### src/rtl/reflet_mem_arbiter_if.sv
// Bus bundle between two RAM requesters, the arbiter and the single-port RAM.
// The slave modport is the arbiter's view; the master modport is the requesters'/RAM side.
interface reflet_mem_arbiter_if #(
  parameter int wordsize = 16
);
  logic                req0;
  logic [wordsize-1:0] addr0;
  logic [wordsize-1:0] wdata0;
  logic                we0;
  logic                ack0;
  logic [wordsize-1:0] rdata0;

  logic                req1;
  logic [wordsize-1:0] addr1;
  logic [wordsize-1:0] wdata1;
  logic                we1;
  logic                ack1;
  logic [wordsize-1:0] rdata1;

  logic [1:0]          grant;
  logic [wordsize-1:0] ram_addr;
  logic [wordsize-1:0] ram_data_out;
  logic                ram_write_en;
  logic [wordsize-1:0] ram_data_in;

  modport slave (
    input  req0, addr0, wdata0, we0,
    input  req1, addr1, wdata1, we1,
    input  ram_data_in,
    output ack0, rdata0, ack1, rdata1,
    output grant, ram_addr, ram_data_out, ram_write_en
  );

  modport master (
    output req0, addr0, wdata0, we0,
    output req1, addr1, wdata1, we1,
    output ram_data_in,
    input  ack0, rdata0, ack1, rdata1,
    input  grant, ram_addr, ram_data_out, ram_write_en
  );
endinterface

### src/rtl/reflet_mem_arbiter.sv
// Two-port arbiter onto one single-port RAM; round-robin ties, or port 0 priority with REFLET_MEM_ARBITER_FIXED_PRIORITY_EN.
// Latency: ack is high ram_latency+2 cycles after the request is sampled in IDLE.
// Backpressure: req is held until a one-cycle ack; enable=0 freezes every state bit and output.
module reflet_mem_arbiter #(
  parameter int wordsize    = 16,
  parameter int ram_latency = 1
) (
  input logic                  clk,
  input logic                  reset,
  input logic                  enable,
  reflet_mem_arbiter_if.slave  bus
);

  typedef enum logic [1:0] {IDLE, ACCESS, WAIT, DONE} state_t;

  state_t              state, state_nxt;
  logic [1:0]          grant_q;
  logic                last_grant;
  logic                we_q;
  logic [3:0]          cnt;
  logic [wordsize-1:0] addr_q, wdata_q, rdata0_q, rdata1_q;
  logic                start;
  logic                pick1;

  always_ff @(posedge clk or posedge reset) begin
    if (reset) begin
      state <= IDLE;
    end else if (enable) begin
      state <= state_nxt;
    end
  end

  always_comb begin
    state_nxt = state;
    start     = 1'b0;
`ifdef REFLET_MEM_ARBITER_FIXED_PRIORITY_EN
    pick1     = !bus.req0;
`else
    // On a tie, the port that did not win last time takes the slot.
    pick1     = bus.req1 && (!bus.req0 || !last_grant);
`endif
    case (state)
      IDLE: begin
        if (bus.req0 || bus.req1) begin
          start     = 1'b1;
          state_nxt = ACCESS;
        end
      end
      ACCESS:  state_nxt = WAIT;
      WAIT:    if (cnt == 4'd0) state_nxt = DONE;
      DONE:    state_nxt = IDLE;
      default: state_nxt = IDLE;
    endcase
  end

  always_ff @(posedge clk or posedge reset) begin
    if (reset) begin
      grant_q    <= 2'b00;
      last_grant <= 1'b1;
      we_q       <= 1'b0;
      cnt        <= 4'd0;
      addr_q     <= '0;
      wdata_q    <= '0;
      rdata0_q   <= '0;
      rdata1_q   <= '0;
    end else if (enable) begin
      case (state)
        IDLE: begin
          if (start) begin
            addr_q     <= pick1 ? bus.addr1  : bus.addr0;
            wdata_q    <= pick1 ? bus.wdata1 : bus.wdata0;
            we_q       <= pick1 ? bus.we1    : bus.we0;
            grant_q    <= pick1 ? 2'b10      : 2'b01;
            last_grant <= pick1;
          end
        end
        ACCESS: cnt <= 4'(ram_latency - 1);
        WAIT: begin
          if (cnt == 4'd0) begin
            if (!we_q) begin
              if (grant_q[0]) rdata0_q <= bus.ram_data_in;
              if (grant_q[1]) rdata1_q <= bus.ram_data_in;
            end
          end else begin
            cnt <= cnt - 4'd1;
          end
        end
        DONE:    grant_q <= 2'b00;
        default: ;
      endcase
    end
  end

  // Address and write data stay on the RAM bus after the access; only the strobe qualifies a write.
  assign bus.ram_addr     = addr_q;
  assign bus.ram_data_out = wdata_q;
  assign bus.ram_write_en = (state == ACCESS) && we_q;
  assign bus.grant        = grant_q;
  assign bus.ack0         = (state == DONE) && grant_q[0];
  assign bus.ack1         = (state == DONE) && grant_q[1];
  assign bus.rdata0       = rdata0_q;
  assign bus.rdata1       = rdata1_q;

endmodule

### src/flat_wrapper.sv
// flat-port wrapper written by rule: the top's interface ports become plain ports
module reflet_mem_arbiter_flat 
#(
  parameter int wordsize    = 16,
  parameter int ram_latency = 1
)
  (clk, reset, enable, bus_req0, bus_addr0, bus_wdata0, bus_we0, bus_req1, bus_addr1, bus_wdata1, bus_we1, bus_ram_data_in, bus_ack0, bus_rdata0, bus_ack1, bus_rdata1, bus_grant, bus_ram_addr, bus_ram_data_out, bus_ram_write_en);
  reflet_mem_arbiter_if #(.wordsize(wordsize)) bus_i ();
  input logic clk;
  input logic reset;
  input logic enable;
  input wire logic [$bits(bus_i.req0)-1:0] bus_req0;
  input wire logic [$bits(bus_i.addr0)-1:0] bus_addr0;
  input wire logic [$bits(bus_i.wdata0)-1:0] bus_wdata0;
  input wire logic [$bits(bus_i.we0)-1:0] bus_we0;
  input wire logic [$bits(bus_i.req1)-1:0] bus_req1;
  input wire logic [$bits(bus_i.addr1)-1:0] bus_addr1;
  input wire logic [$bits(bus_i.wdata1)-1:0] bus_wdata1;
  input wire logic [$bits(bus_i.we1)-1:0] bus_we1;
  input wire logic [$bits(bus_i.ram_data_in)-1:0] bus_ram_data_in;
  output wire logic [$bits(bus_i.ack0)-1:0] bus_ack0;
  output wire logic [$bits(bus_i.rdata0)-1:0] bus_rdata0;
  output wire logic [$bits(bus_i.ack1)-1:0] bus_ack1;
  output wire logic [$bits(bus_i.rdata1)-1:0] bus_rdata1;
  output wire logic [$bits(bus_i.grant)-1:0] bus_grant;
  output wire logic [$bits(bus_i.ram_addr)-1:0] bus_ram_addr;
  output wire logic [$bits(bus_i.ram_data_out)-1:0] bus_ram_data_out;
  output wire logic [$bits(bus_i.ram_write_en)-1:0] bus_ram_write_en;
  assign bus_i.req0 = bus_req0;
  assign bus_i.addr0 = bus_addr0;
  assign bus_i.wdata0 = bus_wdata0;
  assign bus_i.we0 = bus_we0;
  assign bus_i.req1 = bus_req1;
  assign bus_i.addr1 = bus_addr1;
  assign bus_i.wdata1 = bus_wdata1;
  assign bus_i.we1 = bus_we1;
  assign bus_i.ram_data_in = bus_ram_data_in;
  assign bus_ack0 = bus_i.ack0;
  assign bus_rdata0 = bus_i.rdata0;
  assign bus_ack1 = bus_i.ack1;
  assign bus_rdata1 = bus_i.rdata1;
  assign bus_grant = bus_i.grant;
  assign bus_ram_addr = bus_i.ram_addr;
  assign bus_ram_data_out = bus_i.ram_data_out;
  assign bus_ram_write_en = bus_i.ram_write_en;
  reflet_mem_arbiter #(.wordsize(wordsize), .ram_latency(ram_latency)) u_core (.clk(clk), .reset(reset), .enable(enable), .bus(bus_i));
endmodule
### config.mk
export PLATFORM = sky130hd
export DESIGN_NAME = reflet_mem_arbiter_flat
export DESIGN_NICKNAME = d
export VERILOG_FILES = /design/src/rtl/reflet_mem_arbiter_if.sv /design/src/rtl/reflet_mem_arbiter.sv /design/src/flat_wrapper.sv
export SDC_FILE = /design/constraint.sdc
export NUM_CORES = 1
export LEC_CHECK = 0
export BUFFER_PORTS_ARGS = -buffer_cell sky130_fd_sc_hd__buf_2
export CELL_PAD_IN_SITES_DETAIL_PLACEMENT = 0
export CELL_PAD_IN_SITES_GLOBAL_PLACEMENT = 1
export CORE_ASPECT_RATIO = 0.9
export CORE_UTILIZATION = 36
export CTS_CLUSTER_DIAMETER = 30
export DETAILED_ROUTE_END_ITERATION = 12
export PLACE_DENSITY = 0.91
export SYNTH_ARGS = -nofsm -noshare
export SYNTH_HDL_FRONTEND = slang
export SYNTH_SLANG_ARGS = --single-unit
### constraint.sdc
create_clock -name clk -period 2.8 [get_ports clk]
set_input_delay 0.42 -clock clk [delete_from_list [all_inputs] [get_ports clk]]
set_output_delay 0.42 -clock clk [all_outputs]
set_load 0.02 [all_outputs]
## Word-level counts from Yosys, hierarchy flattened

Cells that the tools add are included.

- Bits in registers: 74
- Output and inout port bits: 69

- $add $sub $neg: 1
- Eq/ne operators: 7
- Mux-type cells: 13
- Bitwise gates (word level): 1
- Reductions and logical operators: 18

Operator list:

| kind | number |
|---|---|
| two-way mux 16 bit | 2 |
| AND reduction 3 bit | 4 |
| AND reduction 5 bit | 2 |
| two-way mux 2 bit | 4 |
| one-hot mux 2 bit (4 select lines) | 1 |
| one-hot mux 4 bit (2 select lines) | 1 |
| inequality test 2 x 1 -> 1 bit, second input constant | 3 |
| equality test 2 bit, second input constant | 2 |
| logical AND 1 bit | 4 |
| logical NOT 4 bit | 1 |
| two-way mux 4 bit | 1 |
| one-hot mux 2 bit (2 select lines) | 1 |
| nonzero test 2 bit | 2 |
| subtractor 4 x 1 -> 4 bit, second input constant | 1 |
| two-way mux 1 bit | 3 |
| equality test 2 x 1 -> 1 bit, second input constant | 1 |
| logical NOT 1 bit | 2 |
| logical NOT 2 bit | 1 |
| logical OR 1 bit | 2 |
| inequality test 2 bit, second input constant | 1 |
| NOT 1 bit | 1 |

## Depth between registers and ports, before layout

- Depth in word-level cells: 6
- Mapped depth: 7

## Worst setup path before layout

OpenSTA, ideal clock, no wires.

- Path type: register to register
- From: reg u_core.cnt[0]
- To: reg u_core.state[1]
- Library setup time: 0.125 ns
- Arrival: 1.655 ns
- Data required time: 2.675 ns
- Path slack: 1.020 ns
- Cell stages (with the launch flop): 7
- Path buffers: 1
- Clock period less this slack: 1.780 ns
- Cells stage by stage: dfrtp_1 inv_1 ha_1 or3b_1 buf_6 a221oi_4 mux2_4

- Word-level cells in the longest chain between the ends: 3

Ends and longest elaborated chain:

| what | line | text |
|---|---|---|
| start, declared | reflet_mem_arbiter.sv:20 | `logic [3:0] cnt;` |
| start signal, assigned | reflet_mem_arbiter.sv:77 | `ACCESS: cnt <= 4'(ram_latency - 1);` |
| start signal, assigned | reflet_mem_arbiter.sv:85 | `cnt <= cnt - 4'd1;` |
| logical NOT 4 bit | reflet_mem_arbiter.sv:50 | `WAIT: if (cnt == 4'd0) state_nxt = DONE;` |
| inequality test 2 x 1 -> 1 bit (no source line) | -- |  |
| AND reduction 3 bit (no source line) | -- |  |
| end signal, assigned | reflet_mem_arbiter.sv:29 | `state <= state_nxt;` |
| end, declared | reflet_mem_arbiter.sv:16 | `state_t state, state_nxt;` |

No other way between the ends.
A chain may end at the register's enable or synchronous reset.

## Worst setup path after layout

- From: reg u_core.state[0]
- To: reg u_core.rdata0_q[15], in the netlist u_core.bus.rdata0[15]

- Word-level cells in the longest chain between the ends: 2

Ends and longest elaborated chain:

| what | line | text |
|---|---|---|
| equality test 2 bit | reflet_mem_arbiter.sv:67 | `case (state)` |
| AND reduction 5 bit (no source line) | -- |  |
| end signal, assigned | reflet_mem_arbiter.sv:81 | `if (grant_q[0]) rdata0_q <= bus.ram_data_in;` |
| end, declared | reflet_mem_arbiter.sv:21 | `logic [wordsize-1:0] addr_q, wdata_q, rdata0_q, rdata1_q;` |

No other way between the ends.

==> impl_metrics.ini <==
[status]
status = finished, final reports clean

[drt]
drt_wl_total_mm = 7.635
drc = 0
drtIter0Drc = 75
routedWlPerCell_um = 13.83
route.detailed.vias_per_inst = 4.659
vias = 2572
dr.pass1.iters = 4
final_antenna_net_count = 0

[timing]
period_share_pct = 75.64
fmax_mhz = 472.2
fin_hold_ws_ns = 0.1457
setup_viol = 0
worstMarginPinSlew_ns = 0.6294
tns_ns = 0
fin_crit_ns = 2.118
finalClockSkew_ns = 0.01021
hold_viol = 0
slew_headroom_pct = 57.98
grt_setup_unrepaired = false
maxSlewViolCount = 0

[global_routing]
grt_pass1_vias = 2557
grt_use_met2_pct = 26.60
use_met1_pct = 20.31
grtUsageMet3_pct = 3.589
top_usage_layer = met2
grt_usage_pct = 15.91
grt_start_max_net_pins = 70
antenna_found_initial = 0
grt_pass1_wl_mm = 12.34
grt_overflow_total = 0

[final_layout]
num-nets-final = 518
final_area_um2 = 4544
area_growth_pct = 32.22
fill_cells = 851
final_cells = 552
drive_gt1_share_pct = 50.93
n_antenna_cell = 0

[min_path]
min_path_type = input pin to async pin

[die]
die_area_um2 = 9943
num_rows = 33
pin_count = 156
die_x_um = 105.0
start_util_pct = 37.33
fp.coreArea_um2 = 9208
die_h_um = 94.70

[logic_synthesis]
synth_top_area_share_pct = 53.15
synth-edff-count = 0
ys.flop_type = dfrtp_1
synth_area_leaders = dfrtp_1 (53%), mux2i_1 (9.6%), mux2_4 (9.2%), o21ai_0 (5.0%), nand2_1 (4.4%)
synth-seq-area-share_pct = 53.91
async_reset_ff_share_pct = 100.0
netlist_instances = 272
yosysWarningCount = 0
syn_area_um2 = 3437
syn_avg_cell_area_um2 = 12.64
yosysTopAreaCell = dfrtp_1
ys_ff_latch = 74
yosysUniqueCellTypes = 30
synth_fp_nets = 365

[job]
drv_cap = 0

[placed_design]
dp.cells = 536
gp_routability_congestion = 0.7681
place.detailed.hpwl_mm = 5.816
post_dp_cell_area_um2 = 4317
io_buffers = 155

[cts]
ctsResizeCount = 0
cts.sinks = 74
tritoncts = yes
clk_pin_slew_ns = 0.09
clock_path_buffers = 2
hold_buffers = 0
cts_htree_levels = 3
cts_made_buffers = 9
clk_latency_ns = 0.34
clock_tree.root_cell = clkbuf_8
cts_setup_buffers = 0

[setup_path]
critPathRequiredTime_ns = 3.02
startpoint_type = flop
path_max_fanout = 16
crit_arrival_ns = 2.34
critPathCaptureType = flop
critical_path_class = flop to flop

[power]
power_uw = 4516
p_per_area_nw_per_um2 = 993.8
p_leak_uw = 0.002581
vdd_drop_max_v = 0.0003861
layout make-up:
| type | count | area [um2] | share of cell area [%] |
|---|---|---|---|
| Inverter | 7 | 26.28 | 0.5782 |
| Tap cell | 122 | 152.6 | 3.359 |
| Clock buffer | 10 | 137.6 | 3.029 |
| Clock inverter | 6 | 90.09 | 1.982 |
| Multi-Input combinational cell | 175 | 1461 | 32.16 |
| Sequential cell | 74 | 1853 | 40.78 |
| Timing Repair Buffer | 158 | 823.3 | 18.12 |
per-stage QoR:
step                      setup slack [ns]  utilization, %
after global routing                0.5556           49.35
after detailed placement            0.6726           46.88
after global placement              0.7903           46.88
final                               0.6822           49.35
after CTS                           0.6597           49.35
after floorplan                     0.5000               -
flip-flops by register name (all words and copies together), names as in the netlist:
name	cells
u_core.bus.grant	2
u_core.bus.ram_data_out	16
u_core.cnt	4
u_core.we_q	1
u_core.bus.rdata0	16
u_core.bus.rdata1	16
u_core.bus.ram_addr	16
u_core.state	2
u_core.last_grant	1
metal layers:
metal	wire, um	vias to the layer above
met4	99	0
met3	524	9
met1	3385	1186
met2	3626	117
met5	0	-
li1	-	1260
Yosys cell counts (2+ instances only):
master / count
buf_6: 3
mux2_2: 13
buf_4: 6
inv_1: 7
nand4_1: 2
buf_2: 2
o211ai_1: 5
o21ai_0: 34
mux2i_1: 33
and2_1: 3
nand4b_4: 2
mux2_4: 21
nand2_1: 40
clkbuf_1: 5
nor3_1: 2
dfrtp_1: 73
ha_1: 6
nor2_1: 2
a22o_1: 2
logic make-up (layout without fill, tap and decap cells):
| family | count (synthesis) | after routing | synth area share [%] |
|---|---|---|---|
| adders and majority gates | 6 | 6 | 2.184 |
| and+or+nand+nor | 56 | 56 | 8.591 |
| AOI/OAI and AO/OA | 46 | 46 | 8.373 |
| DFF | 74 | 74 | 53.91 |
| muxes | 67 | 67 | 23.04 |
| buffers and inverters | 23 | 181 | 3.895 |
worst max-delay path, cell delays in order, from the launching register on:
cell      delay (ns)
dfrtp_1         0.42
inv_1           0.12
ha_1            0.41
and2b_4         0.27
nand4b_4        0.36
mux2_4          0.42
layout by cell type, fill, tap and decap left out, types with 2 or more instances in the layout:
master | synthesis | layout
nor2_1 | 2 | 2
dfrtp_1 | 73 | 73
o211ai_1 | 5 | 5
clkinv_4 | 0 | 2
and2_1 | 3 | 3
buf_12 | 0 | 2
a22o_1 | 2 | 2
nand4b_4 | 2 | 2
mux2_4 | 21 | 21
nand2_1 | 40 | 40
mux2_2 | 13 | 13
nor3_1 | 2 | 2
o21ai_0 | 34 | 34
ha_1 | 6 | 6
nand4_1 | 2 | 2
buf_2 | 2 | 155
mux2i_1 | 33 | 33
inv_1 | 7 | 6
clkbuf_8 | 0 | 10
bufinv_16 | 0 | 2
path summary, 6_finish.rpt:
check	from	to	slack (ns)	cells after the start
worst min register to register	u_core.bus.ram_data_out[13]	u_core.bus.ram_data_out[13]	0.47	2
worst max-delay path	u_core.state[0]	u_core.bus.rdata0[15]	0.68	5
worst min-delay path	reset	u_core.bus.ram_data_out[8]	0.15	2
max in group asynchronous	reset	u_core.last_grant	1.92	3
worst max register to register	u_core.state[0]	u_core.bus.rdata0[15]	0.68	5
min in group clk	bus_ram_data_in[7]	u_core.bus.rdata1[7]	0.33	2
where the power goes:
group          switching (uW)  leakage (uW)  total [uW]  internal (uW)
clock                     397      0.000112         925            528
sequential                265      0.000964        1750           1480
combinational            1080       0.00150        1840            766
total                    1740       0.00258        4520           2780
No activity file was read; power rests on OpenSTA's default activity.
